File: src/rtl/nanov_fetch_sequencer.sv
// SPI flash instruction fetch and cycle/counter sequencer feeding the nanoV core.
// Optional feature macro: NANOV_FETCH_FAST_READ_EN (0x0B fast read, 8 dummy clocks).
module nanov_fetch_sequencer #(
  parameter int          ADDR_BITS = 24,
  parameter logic [31:0] RESET_PC  = 32'h0000_0000
) (
  input  logic        clk,
  input  logic        rst,
  input  logic        spi_miso,
  output logic        spi_mosi,
  output logic        spi_cs_n,
  output logic        spi_clk_en,
  input  logic        branch,
  input  logic [31:0] branch_target,
  output logic        run,
  output logic [4:0]  counter,
  output logic [2:0]  cycle,
  output logic [31:0] instr,
  output logic [30:0] next_instr,
  output logic        pc
);

`ifdef NANOV_FETCH_FAST_READ_EN
  localparam int          CMD_LEN  = 40;
  localparam logic [7:0]  READ_CMD = 8'h0B;
`else
  localparam int          CMD_LEN  = 32;
  localparam logic [7:0]  READ_CMD = 8'h03;
`endif

  typedef enum logic [1:0] {S_GAP, S_CMD, S_FILL, S_RUN} state_t;

  state_t               state, state_nxt;
  logic [5:0]           seq_cnt;
  logic [CMD_LEN-1:0]   cmd_sr, cmd_load;
  logic [23:0]          addr24;
  logic [31:0]          pbuf, pbuf_nxt, pc_reg;
  logic                 pending;
  logic [1:0]           last_cyc;
  logic [4:0]           bit_idx, dst_idx;
  logic                 sample, instr_end, redirect;
  logic                 cs_n_nxt, clk_en_nxt, run_nxt;
  logic [4:0]           counter_nxt;
  logic [2:0]           cycle_nxt;
  logic                 unused_bt0;

  assign unused_bt0 = branch_target[0];
  assign spi_mosi   = cmd_sr[CMD_LEN-1];
  assign pc         = pc_reg[counter];

  // Command word: opcode, 24-bit zero-padded address, then dummy zeros for fast read.
  always_comb begin
    addr24 = '0;
    addr24[ADDR_BITS-1:0] = pc_reg[ADDR_BITS-1:0];
    cmd_load = '0;
    cmd_load[CMD_LEN-1 -: 32] = {READ_CMD, addr24};
  end

  always_comb begin
    last_cyc = 2'd0;
    if (instr[6:2] == 5'b00000)
      last_cyc = 2'd2;
    else if ((instr[6:4] == 3'b110 && instr[2]) || instr[6:2] == 5'b11000 ||
             instr[6:2] == 5'b01000 || (instr[4:2] == 3'b100 && instr[13:12] == 2'b01))
      last_cyc = 2'd1;
  end

  // Bytes arrive byte0 first, each MSB-first: stream bit i lands at 8*(i/8) + 7-(i%8).
  always_comb begin
    sample   = spi_clk_en && (state == S_FILL || state == S_RUN);
    bit_idx  = (state == S_FILL) ? seq_cnt[4:0] : counter;
    dst_idx  = {bit_idx[4:3], ~bit_idx[2:0]};
    pbuf_nxt = pbuf;
    if (sample) pbuf_nxt[dst_idx] = spi_miso;
  end

  always_comb begin
    next_instr = pbuf[30:0];
    if (state == S_RUN && cycle == 3'd0 && counter == 5'd31) next_instr[24] = spi_miso;
  end

  assign instr_end = (state == S_RUN) && (counter == 5'd31) && (cycle == {1'b0, last_cyc});
  assign redirect  = instr_end && (pending || branch);

  always_ff @(posedge clk or posedge rst) begin
    if (rst) state <= S_GAP;
    else     state <= state_nxt;
  end

  always_comb begin
    state_nxt = state;
    case (state)
      S_GAP:   state_nxt = S_CMD;
      S_CMD:   if (seq_cnt == 6'(CMD_LEN-1)) state_nxt = S_FILL;
      S_FILL:  if (seq_cnt == 6'd31) state_nxt = S_RUN;
      S_RUN:   if (redirect) state_nxt = S_GAP;
      default: state_nxt = S_GAP;
    endcase
    counter_nxt = '0;
    cycle_nxt   = '0;
    if (state == S_RUN && state_nxt == S_RUN) begin
      counter_nxt = counter + 5'd1;
      if (instr_end)              cycle_nxt = '0;
      else if (counter == 5'd31)  cycle_nxt = cycle + 3'd1;
      else                        cycle_nxt = cycle;
    end
    cs_n_nxt   = (state_nxt == S_GAP);
    run_nxt    = (state_nxt == S_RUN);
    clk_en_nxt = (state_nxt == S_CMD) || (state_nxt == S_FILL) ||
                 (state_nxt == S_RUN && cycle_nxt == 3'd0);
  end

  always_ff @(posedge clk or posedge rst) begin
    if (rst) begin
      spi_cs_n   <= 1'b1;
      spi_clk_en <= 1'b0;
      run        <= 1'b0;
      counter    <= '0;
      cycle      <= '0;
      seq_cnt    <= '0;
      cmd_sr     <= '0;
      pbuf       <= '0;
      instr      <= 32'h0000_0013;
      pc_reg     <= RESET_PC;
      pending    <= 1'b0;
    end else begin
      spi_cs_n   <= cs_n_nxt;
      spi_clk_en <= clk_en_nxt;
      run        <= run_nxt;
      counter    <= counter_nxt;
      cycle      <= cycle_nxt;
      pbuf       <= pbuf_nxt;
      seq_cnt    <= (state_nxt == state && (state == S_CMD || state == S_FILL)) ? seq_cnt + 6'd1 : '0;
      if (state == S_GAP)      cmd_sr <= cmd_load;
      else if (state == S_CMD) cmd_sr <= {cmd_sr[CMD_LEN-2:0], 1'b0};
      if (state == S_FILL && state_nxt == S_RUN) begin
        instr <= pbuf_nxt;
      end else if (instr_end && !redirect) begin
        instr  <= pbuf_nxt;
        pc_reg <= pc_reg + 32'd4;
      end
      // Redirect discards the sequential prefetch; instr holds until the refill completes.
      if (redirect) begin
        pc_reg  <= {branch_target[31:1], 1'b0};
        pending <= 1'b0;
      end else if (state == S_RUN && branch) begin
        pending <= 1'b1;
      end
    end
  end

endmodule

File: config.mk
export PLATFORM = sky130hd
export DESIGN_NAME = nanov_fetch_sequencer
export DESIGN_NICKNAME = d
export VERILOG_FILES = /design/src/rtl/nanov_fetch_sequencer.sv
export SDC_FILE = /design/constraint.sdc
export NUM_CORES = 1
export LEC_CHECK = 0
export ABC_AREA = 1
export BUFFER_PORTS_ARGS = -buffer_cell sky130_fd_sc_hd__buf_2
export CAP_MARGIN = 0
export CORE_ASPECT_RATIO = 1.4
export CORE_UTILIZATION = 54
export CTS_CLUSTER_DIAMETER = 30
export CTS_CLUSTER_SIZE = 12
export DETAILED_ROUTE_END_ITERATION = 8
export PLACE_DENSITY = 0.87
export REMOVE_ABC_BUFFERS = 1
export SKIP_LAST_GASP = 1
export SLEW_MARGIN = 15
export SYNTH_ARGS = -nofsm -noshare
export SYNTH_HDL_FRONTEND = slang
export SYNTH_SLANG_ARGS = --single-unit
File: constraint.sdc
create_clock -name clk -period 8.46 [get_ports clk]
set_input_delay 0.423 -clock clk [delete_from_list [all_inputs] [get_ports clk]]
set_output_delay 0.423 -clock clk [all_outputs]
set_load 0.005 [all_outputs]
==> After elaboration in Yosys (flattened, before gate mapping) <==
Index checks and enable logic that the tools add are counted.
W data, S select, Z words.
{ "word_totals": {"reg_bits": 148, "input_bits": 36, "output_inout_bits": 76, "word_cells": 98} }
{ "op_classes": {"n_addsub": 4, "magnitude_cmp": 3, "eq_ne": 16, "muxes": 28, "n_bitwise": 1, "n_reduce_logical": 34} }
{ "op_table": {"columns": ["operator", "count"], "rows": [
  ["$mux W32", 8],
  ["$add A32 B3 Y32 const B", 1],
  ["$bwmux W32", 1],
  ["$logic_and A1 B1 Y1", 15],
  ["$lt A5 B6 Y1 const B", 2],
  ["$eq A5 B5 Y1 const B", 2],
  ["$mux W5", 2],
  ["$mux W3", 3],
  ["$eq A2 B2 Y1 const B", 4],
  ["$logic_or A1 B1 Y1", 8],
  ["$mux W2", 4],
  ["$pmux W2 S4", 1],
  ["$reduce_bool A2 Y1", 4],
  ["$add A6 B1 Y6 const B", 1],
  ["$eq A2 B1 Y1 const B", 3],
  ["$eq A3 B3 Y1 const B", 2],
  ["$eq A6 B5 Y1 const B", 1],
  ["$logic_not A3 Y1", 2],
  ["$mux W1", 6],
  ["$mux W6", 1],
  ["$add A5 B1 Y5 const B", 1],
  ["$bmux W1 S5", 1],
  ["$demux W1 S5", 1],
  ["$eq A5 B4 Y1 const B", 1],
  ["10 further kinds", 11]
]} }

==> Depth between registers and ports, before layout <==
{ "depth": {"ltp_word": 18, "ltp_mapped": 21, "ltp_nobuf": 21} }

==> Worst setup path after synthesis <==
Ideal clock, no wire load.
{ "synth_path": {"path_type": "flip-flop to flip-flop", "from": "register counter[1]", "to": "register pc_reg[19]", "setup_ns": 0.122, "arrival_ns": 2.716, "t_required_ns": 8.338, "setup_slack_ns": 5.622, "stages_incl_launch_ff": 22, "n_path_buf": 1, "synth_period_minus_slack_ns": 2.838, "path_cell_list": "dfrtp_1 ha_1 nand2_1 nor2_1 ha_1 nand2_1 nor2_2 nand2_1 nor2_4 nand3_4 nand2_1 nand2_1 nand2_1 inv_1 ha_1 nand2_1 nor2_1 nor2_8 buf_6 nand2_1 a21oi_1 nor2_1"} }
{ "synth_via": {"elab_chain_cells": 10, "word_cells_on_any_way": 14, "classes_between": "3 x eq/ne; 3 x mux; 8 x reduce/logical"} }
{ "synth_lines": {"columns": ["element", "line_no", "rtl"], "rows": [
  ["start, declared", "16", "output logic [4:0] counter,"],
  ["start signal, assigned", "130", "counter <= counter_nxt;"],
  ["$eq A5 B5 Y1", "82", "assign instr_end = (state == S_RUN) && (counter == 5'd31) && (cycle == {1'b0, last_cyc});"],
  ["$logic_and A1 B1 Y1 (2 in series)", "82", null],
  ["$logic_and A1 B1 Y1", "83", "assign redirect = instr_end && (pending || branch);"],
  ["$mux W2", "96", "S_RUN: if (redirect) state_nxt = S_GAP;"],
  ["$pmux W2 S4", "92", "case (state)"],
  ["via state_nxt[1]", "33", "state_t state, state_nxt;"],
  ["$eq A2 B2 Y1", null, null],
  ["via run_nxt", "42", "logic cs_n_nxt, clk_en_nxt, run_nxt;"],
  ["$logic_and A1 B1 Y1", "136", "if (state == S_FILL && state_nxt == S_RUN) begin"],
  ["$ne A2 B2 Y1 (no source line)", null, null],
  ["$reduce_and A2 Y1 (no source line)", null, null],
  ["end signal, assigned", "140", "pc_reg <= pc_reg + 32'd4;"],
  ["end signal, assigned", "144", "pc_reg <= {branch_target[31:1], 1'b0};"],
  ["end, declared", "37", "logic [31:0] pbuf, pbuf_nxt, pc_reg;"]
]} }
The timed path passes the listed nets, and every way through them passes these cells.
A chain may end at the register's enable or synchronous reset.

==> Final worst setup path <==
{ "layout_path": {"from": "register counter[0]", "to": "register pc_reg[12]"} }
The elaborated chain is that of the path after synthesis.

==> metrics.yaml <==
reg2reg_to: "pc_reg[12]$_DFFE_PP0P_"
drive_above_1_share_pct: 19.4
antenna_found_initial: 0
finalNonFillerCells: 1199
clk_latency_ns: 0.44
critPathMaxFanout: 52
drcViolationCount: 0
area_growth_pct: 11.9
clockBufferDepth: 2
worstSetupEndpointType: "flop"
path_clk_slew_ns: 0.06
whs_ns: 0.0654
start_kind: "flop"
drv_slew: 0
place_area_mm2: 0.00826
layout_commonest_cell: "nand2_1"
clock_sinks: 146
cts_buffers: 17
maxClockFrequency_ghz: 0.211
p_leak_nw: 4.59
finalInstanceArea_mm2: 0.00882
htreeDepth: 4
worst_hold_path_type: "input port to asynchronous set/reset pin"
ir_drop_mv: 0.0994
top_regs: "instr: 32 flops, pbuf: 32 flops"
mostFrequentLayoutCells: "nand2_1, dfrtp_1, inv_1"
via_count: 6662
period_share_pct: 56.0
place_ws_ns: 3.77
async_reset_ff_share_pct: 100
coreArea_mm2: 0.0141
post-cts-setup-buffer-count: 0
fin_nets: 1049
ant_nets: 0
power_density_mw_per_mm2: 170
synth_area_per_cell_um2: 8.47
first_pass_iters: 5
grt_max_degree: 81
io_pins: 112
dieArea_mm2: 0.0151
rsz0062_at_grt: "false"
synth_cells: 931
routed_wl_um: 19600
r2r_slack_ns: 3.72
critPathKind: "flop to flop"
yosysUniqueCellTypes: 47
grt_pass1_wl_um: 32300
synth_ff_type: "dfrtp_1"
tightestPinTransition_ns: 1.03
drt_iter0_markers: 531
vias_per_cell: 5.56
power_mw: 1.50
slew_headroom_pct: 31.4
clock_skew_ns: 0.0134
antenna_cells: 0
yosys_warnings: 0
cap_violations: 0
root_buffer: "clkbuf_16"
overflow: 0
final.min_clock_period_ns: 4.74
dp.cells: 1167
setup_viol: 0
syn_area_mm2: 0.00788
synth_edf_count: 0
critPathRequiredTime_ns: 8.81
cts_resized: 0
ys_ff_latch: 146
worstPathArrival_ns: 5.09
tns_ns: 0
wire_per_inst_um: 16.3
status: "finished, final reports clean"
setup_ws_ns: 3.72
postLayoutCoreUtil_pct: 62.6
dieHeight_um: 145
post-dp-hpwl_um: 13400
start_util_pct: 55.9
hold_viol_final: 0
ys_seq_area_share_pct: 46.4
r2r_cells: 21
hold_buffers: 0
r2r-start: "counter[0]$_DFF_PP0_"
gp_congestion: 0.935
die_x_um: 104
grt_pass1_vias: 6664
grt_usage_pct: 26.7
port_buffers: 110
row_count: 51
cts_tree: "built"
==> power breakdown <==
| part | internal (mW) | total, mW | switching (mW) |
|---|---|---|---|
| clock network | 0.418 | 0.716 | 0.298 |
| logic | 0.0241 | 0.0621 | 0.0381 |
| registers | 0.714 | 0.724 | 0.00944 |
==> layer usage <==
| layer | track usage [%] | vias up | part of all wire [%] |
|---|---|---|---|
| li1 | - | 3151 | - |
| met5 | 0 | - | 0 |
| met3 | 4.76 | 77 | 6.2 |
| met4 | 13.1 | 0 | 3.6 |
| met2 | 47.4 | 296 | 52 |
| met1 | 30.7 | 3138 | 39 |
==> synthesized netlist by cell type (all sizes together) (2+ instances only) <==
| master | instances | area share, % |
|---|---|---|
| a21oi | 21 | 1.3 |
| a22oi | 5 | 0.48 |
| buf | 49 | 4.9 |
| clkbuf | 13 | 0.63 |
| dfrtp | 142 | 45 |
| dfstp | 4 | 1.3 |
| ha | 12 | 1.9 |
| inv | 123 | 6.0 |
| mux2i | 31 | 3.9 |
| nand2 | 197 | 9.6 |
| nand3 | 26 | 1.9 |
| nand3b | 2 | 0.19 |
| nand4 | 9 | 0.71 |
| nor2 | 90 | 5.4 |
| nor3 | 18 | 1.3 |
| o211ai | 29 | 3.0 |
| o21ai | 106 | 7.1 |
| o22ai | 20 | 1.6 |
| or2 | 4 | 0.35 |
| xnor2 | 4 | 0.44 |
| xor2 | 20 | 2.2 |
==> how the worst max path moves through the flow <==
stage                    startpoint                      to  cells after the start
6_report       counter[0]$_DFF_PP0_  pc_reg[12]$_DFFE_PP0P_                     21
5_1_grt        counter[0]$_DFF_PP0_  pc_reg[12]$_DFFE_PP0P_                     21
4_1_cts        counter[0]$_DFF_PP0_  pc_reg[12]$_DFFE_PP0P_                     21
3_5_place_dp   counter[0]$_DFF_PP0_  pc_reg[12]$_DFFE_PP0P_                     21
3_3_place_gp   counter[0]$_DFF_PP0_  pc_reg[12]$_DFFE_PP0P_                     21
2_1_floorplan                   rst  cmd_sr[10]$_DFFE_PP0P_                      1
==> cell families after synthesis <==
logic type,share of synthesized area [%]
compound gates,14.0
xor+xnor,2.67
fa+ha+maj,1.90
buf+inv,11.5
flops,46.4
mux,3.94
simple gates,19.6
==> worst max-delay path, cell delays in order, from the launching register on <==
cell and delay, ns:
dfrtp_1 0.89, ha_1 0.33, nand2_1 0.07, nor2_1 0.11, ha_1 0.25, nand2_1 0.09, nor2_2 0.12, nand2_1 0.11
nor2_4 0.15, nand3_4 0.44, nand2_1 0.18, nand2_1 0.08, nand2_1 0.11, inv_1 0.08, ha_1 0.24, nand2_1 0.17
nor2_1 0.14, nor2_8 0.48, inv_2 0.24, a21oi_1 0.16, o21ai_1 0.08, o21ai_0 0.08
==> cell type report <==
type                    count  area (um2)
flip-flops and latches    146        3660
clock inverters            13         111
well taps                 185         231
fillers                  1208        5280
multi-input cells         600        3320
inverters                 123         474
clock buffers              19         453
repair buffers            113         573
No activity file was read; power rests on OpenSTA's default activity.
